$ cat config.mk
export PLATFORM = sky130hd
export DESIGN_NAME = imm_gen_pipe
export DESIGN_NICKNAME = d
export VERILOG_FILES = /design/src/rtl/imm_gen_pipe.sv
export SDC_FILE = /design/constraint.sdc
export NUM_CORES = 1
export LEC_CHECK = 0
export CORE_MARGIN = 5
export CORE_UTILIZATION = 23
export DETAILED_ROUTE_END_ITERATION = 16
export PLACE_DENSITY = 0.49
export SLEW_MARGIN = 20
export SYNTH_ARGS = -nofsm -noshare
export SYNTH_HDL_FRONTEND = slang
export SYNTH_SLANG_ARGS = --single-unit
$ cat constraint.sdc
create_clock -name clk -period 9.64 [get_ports clk]
set_input_delay 2.41 -clock clk [delete_from_list [all_inputs] [get_ports clk]]
set_output_delay 2.41 -clock clk [all_outputs]
set_load 0.005 [all_outputs]
$ cat src/rtl/imm_gen_pipe.sv
// Registered RISC-V immediate generator with valid/ready flow control.
// Decode happens before the output register; a one-entry skid register absorbs a single downstream stall.
module imm_gen_pipe #(
  parameter int XLEN  = 32,
  parameter int TAG_W = 5
) (
  input  logic             clk,
  input  logic             rst,
  input  logic             flush,
  input  logic             in_valid,
  output logic             in_ready,
  input  logic [31:0]      in_inst,
  input  logic [TAG_W-1:0] in_tag,
  output logic             out_valid,
  input  logic             out_ready,
  output logic [XLEN-1:0]  out_imm,
  output logic [2:0]       out_fmt,
  output logic             out_illegal,
  output logic [TAG_W-1:0] out_tag
);

  localparam logic [2:0] FMT_NONE  = 3'd0;
  localparam logic [2:0] FMT_I     = 3'd1;
  localparam logic [2:0] FMT_S     = 3'd2;
  localparam logic [2:0] FMT_B     = 3'd3;
  localparam logic [2:0] FMT_U     = 3'd4;
  localparam logic [2:0] FMT_J     = 3'd5;
  localparam logic [2:0] FMT_SHAMT = 3'd6;

  typedef struct packed {
    logic [XLEN-1:0]  imm;
    logic [2:0]       fmt;
    logic             ill;
    logic [TAG_W-1:0] tag;
  } entry_t;

  function automatic entry_t decode(input logic [31:0] inst, input logic [TAG_W-1:0] tag);
    entry_t             e;
    logic [6:0]         opc;
    logic [2:0]         f3;
    logic signed [11:0] imm_i;
    logic signed [11:0] imm_s;
    logic signed [12:0] imm_b;
    logic signed [31:0] imm_u;
    logic signed [20:0] imm_j;
    opc   = inst[6:0];
    f3    = inst[14:12];
    imm_i = inst[31:20];
    imm_s = {inst[31:25], inst[11:7]};
    imm_b = {inst[31], inst[7], inst[30:25], inst[11:8], 1'b0};
    imm_u = {inst[31:12], 12'b0};
    imm_j = {inst[31], inst[19:12], inst[20], inst[30:21], 1'b0};
    e.imm = '0;
    e.fmt = FMT_NONE;
    e.ill = 1'b0;
    e.tag = tag;
    case (opc)
      7'b0010011: begin
        // Shift-immediates carry funct7 in the upper bits; only the shamt field is the operand.
        if (f3 == 3'b001 || f3 == 3'b101) begin
          e.fmt = FMT_SHAMT;
          e.imm = (XLEN == 64) ? XLEN'(inst[25:20]) : XLEN'(inst[24:20]);
        end else begin
          e.fmt = FMT_I;
          e.imm = XLEN'(imm_i);
        end
      end
      7'b0000011, 7'b1100111: begin
        e.fmt = FMT_I;
        e.imm = XLEN'(imm_i);
      end
      7'b0100011: begin
        e.fmt = FMT_S;
        e.imm = XLEN'(imm_s);
      end
      7'b1100011: begin
        e.fmt = FMT_B;
        e.imm = XLEN'(imm_b);
      end
      7'b0110111, 7'b0010111: begin
        e.fmt = FMT_U;
        e.imm = XLEN'(imm_u);
      end
      7'b1101111: begin
        e.fmt = FMT_J;
        e.imm = XLEN'(imm_j);
      end
      7'b0110011, 7'b0001111, 7'b1110011: begin
        e.fmt = FMT_NONE;
      end
      default: begin
        e.ill = 1'b1;
      end
    endcase
    return e;
  endfunction

  entry_t main_q, main_d, skid_q, skid_d, in_ent;
  logic   main_vld_q, main_vld_d, skid_vld_q, skid_vld_d;
  logic   accept, pop;

  always_comb begin
    in_ent     = decode(in_inst, in_tag);
    accept     = in_valid && !skid_vld_q;
    pop        = main_vld_q && out_ready;
    main_d     = main_q;
    main_vld_d = main_vld_q;
    skid_d     = skid_q;
    skid_vld_d = skid_vld_q;
    if (flush) begin
      main_vld_d = 1'b0;
      skid_vld_d = 1'b0;
    end else if (pop || !main_vld_q) begin
      // Main slot frees up: the older skid entry has precedence over new input.
      if (skid_vld_q) begin
        main_d     = skid_q;
        main_vld_d = 1'b1;
        skid_vld_d = 1'b0;
      end else begin
        main_vld_d = accept;
        if (accept) main_d = in_ent;
      end
    end else if (accept) begin
      skid_d     = in_ent;
      skid_vld_d = 1'b1;
    end
  end

  // Stage boundary: output and skid registers
  always_ff @(posedge clk) begin
    if (rst) begin
      main_q     <= '0;
      main_vld_q <= 1'b0;
      skid_vld_q <= 1'b0;
    end else begin
      main_q     <= main_d;
      main_vld_q <= main_vld_d;
      skid_vld_q <= skid_vld_d;
    end
  end

  always_ff @(posedge clk) begin
    skid_q <= skid_d;
  end

  assign in_ready    = !skid_vld_q;
  assign out_valid   = main_vld_q;
  assign out_imm     = main_q.imm;
  assign out_fmt     = main_q.fmt;
  assign out_illegal = main_q.ill;
  assign out_tag     = main_q.tag;

endmodule

==> results by group <==
Outcome
  • Run status: complete, no violations

Global route
  • Gr ovfl total: 0
  • Vias in the first global route: about 3200
  • First-pass GRT wire length: roughly 18 mm
  • M3 GR Usage: 3.80%
  • Largest net degree at the start of global routing: between 40 and 50
  • Overall Global Routing Usage: 12.1%
  • Met1 GRT Util: 15.2%
  • Met2 Use GR: 19.9%
  • Antenna violations before repair: 0
  • Gr busiest metal: met2

Setup path
  • WP data required: roughly 10000 ps
  • CP Cell Sequence: clkdlybuf4s50_1 -> inv_1 -> a21oi_2 -> a31oi_2 -> a221oi_2
  • Biggest cell delay along the critical path: 640 ps
  • Critical Path Slowest Stage Cell: clkdlybuf4s50_1
  • Worst r2r src: skid_vld_q
  • WS Path Type: in2reg
  • Max FO, Critical Path: 16
  • Setup crit end kind: register
  • Critical Path Start Type: input port
  • Setup crit start: in_inst[2]
  • WP data arrival: between 4000 and 5000 ps

Clocking
  • CTS buffer count: 9
  • H-tree depth: 3
  • Clk buf depth: 2
  • Hold-fix buffers, CTS: 0
  • Worst-skew pair later-pin latency: 330 ps
  • Post-CTS sizing: 0
  • Clock Root Buffer: clkbuf_16
  • Clock sinks: 84
  • Post-CTS setup buffer count: 0
  • CTS tree: built
  • Clock transition at the registers of the reported paths: around 60 ps

Timing
  • Final setup fails: 0
  • Rel. slew slack: around 35%
  • Final hold viol count: 0
  • Max Slew Vio Count: 0
  • Fin Setup TNS: 0 ps
  • Minimum clock period: 4390 ps
  • Clock Skew: 6.23 ps
  • Setup repair after global routing missed its margin: no
  • Period Utilization, post-route: between 40% and 50%
  • Setup ws final: 5250 ps
  • Slew @ Worst Pin: 968 ps
  • Fmax: 228 MHz

Yosys
  • Sequential-to-total area share from yosys stat: a little under three fifths
  • Area contributors post-synth: edfxtp_1 32%, dfxtp_1 23%, nand2_1 5.4%, o21ai_0 4.2%, a221oi_2 4.0%
  • EDFF count, synth: 41
  • Synth Cell Area: 3790 sq um
  • Yosys reg bits: 84
  • YS warnings: 0
  • Synthesized area per cell: slightly above 10 sq um
  • Synth area leader: edfxtp_1
  • Most common cell in the netlist: nand2_1
  • FFs w/ async S/R, synth: 0%
  • Post-synth cell types: 48
  • Top-area cell type share of the netlist area: approximately a third
  • Ys flop type: dfxtp_1
  • Syn_nets: 410
  • Post-Syn Instances: 368
  • Synth top cells by count: 55 x nand2_1, 43 x dfxtp_1, 41 x edfxtp_1, 32 x o21ai_0, 24 x nor2_1

Placed design
  • Placed insts: 650
  • HPWL after DPL: 8.17 mm
  • DP Worst Slack: 4890 ps
  • GPL Wtd Cong: 0.887
  • Placed Area: around 4800 sq um
  • I/O Buffers: 84

Floorplanning
  • Core area: 16400 sq um
  • Rows: 47
  • Die ar.: 19200 sq um
  • Vert. Die Dim: 138 microns
  • Starting Density: 23.1%
  • Die width: ~140 microns
  • Io pins: between 80 and 90

Cells and area
  • Net count, final: 483
  • # fillers: about 1700
  • Non-Filler Instances: 666
  • Syn-to-layout area delta: 36.1%
  • Inserted Diodes: 0
  • Multi-input logic area: 1560 sq um
  • Register area: 2090 sq um
  • Final std cell area, no fill: 5160 sq um
  • Share of cells above drive strength 1: 8.30%

Worst hold path
  • Worst hold start: out_imm[18]
  • Hold crit path type: reg2reg

Drt
  • ANT nets after route: 0
  • Post-DR wirelength/cell: 17.8 microns
  • First-pass iteration count of the detailed router: 4
  • Wirelength, routed: 11.9 mm
  • Routed vias/inst: 4.76
  • DR vias: 3171
  • First-iteration detailed-routing DRC count: 259
  • DRC: 0

Power
  • Pwr dens: 170 nW/um^2
  • Peak supply drop: 0.0833 mV
  • Leakage power: 1.89 nW

Flow run
  • Max-cap viol count: 0
## cell type report
| class | instances | area share [%] |
|---|---|---|
| well taps | 220 | 5.33 |
| repair buffers | 89 | 16.9 |
| clock buffers | 12 | 4.58 |
| inverters | 8 | 0.581 |
| clock inverters | 4 | 1.91 |
| flip-flops and latches | 84 | 40.5 |
| multi-input cells | 249 | 30.2 |
## sequential cells by signal, indices dropped and copies added, names as in the netlist
| name | cells |
|---|---|
| out_fmt | 3 |
| out_illegal | 1 |
| out_valid | 1 |
| skid_vld_q | 1 |
| skid_q | 41 |
| out_imm | 32 |
| out_tag | 5 |
## metrics by stage
stage | power, mW | util [%] | hold slack (ps)
floorplan | 0.437 | - | 460
global placement | 0.488 | 29.4 | 460
detailed placement | 0.490 | 29.4 | 461
CTS | 0.883 | 31.5 | 474
global route | 0.907 | 31.5 | 489
finish | 0.876 | 31.5 | 474
## worst paths after layout
| path | slack (ps) | endpoint | cells after the start |
|---|---|---|---|
| worst max-delay path | 5250 | out_imm[28] | 5 |
| worst min-delay path | 470 | out_imm[18] | 2 |
| worst max register to register | 7280 | out_imm[17] | 6 |
| worst min register to register | 470 | out_imm[18] | 2 |
## report_power, final
| group | internal, mW | leakage [nW] | total [mW] | switching, mW |
|---|---|---|---|---|
| logic | 0.0457 | 0.931 | 0.0935 | 0.0479 |
| clock network | 0.254 | 0.161 | 0.394 | 0.140 |
| registers | 0.382 | 0.796 | 0.388 | 0.00557 |
| total | 0.682 | 1.89 | 0.876 | 0.193 |
## cell families (layout without fill, tap and decap cells)
group | count (synthesis) | count (layout) | synth area share, %
buf+inv | 35 | 113 | 4.19
flops | 84 | 84 | 55.1
mux | 7 | 7 | 1.85
simple gates | 146 | 146 | 18.8
compound gates | 96 | 96 | 20.0
## metal layers
layer  share of wire (%)  vias up
met5                   0        -
met4                 1.8        0
met3                 7.3       17
met2                  46      117
met1                  44     1510
li1                    -     1527
## placed cells by master (no fill, tap or decap), types with 4 or more instances in the layout
| cell type | n |
|---|---|
| a211oi_1 | 7 |
| a211o_1 | 6 |
| dfxtp_1 | 43 |
| a22o_1 | 5 |
| nand2b_1 | 13 |
| buf_4 | 5 |
| a221oi_1 | 10 |
| clkbuf_16 | 9 |
| a41oi_1 | 6 |
| nand2_1 | 55 |
| mux2i_1 | 7 |
| clkdlybuf4s50_1 | 83 |
| and3_1 | 12 |
| nor3_1 | 18 |
| o21ai_0 | 32 |
| nor2_1 | 24 |
| a221oi_2 | 10 |
| nand3_1 | 5 |
| a21oi_1 | 4 |
| inv_1 | 8 |
| edfxtp_1 | 41 |
## worst max-delay path, delay by kind of cell
kind	cells	cell delay [ps]
AO/OA/AOI/OAI	3	1440
buffers and inverters	2	760
Note: power is estimated with default switching activity, not from simulation.
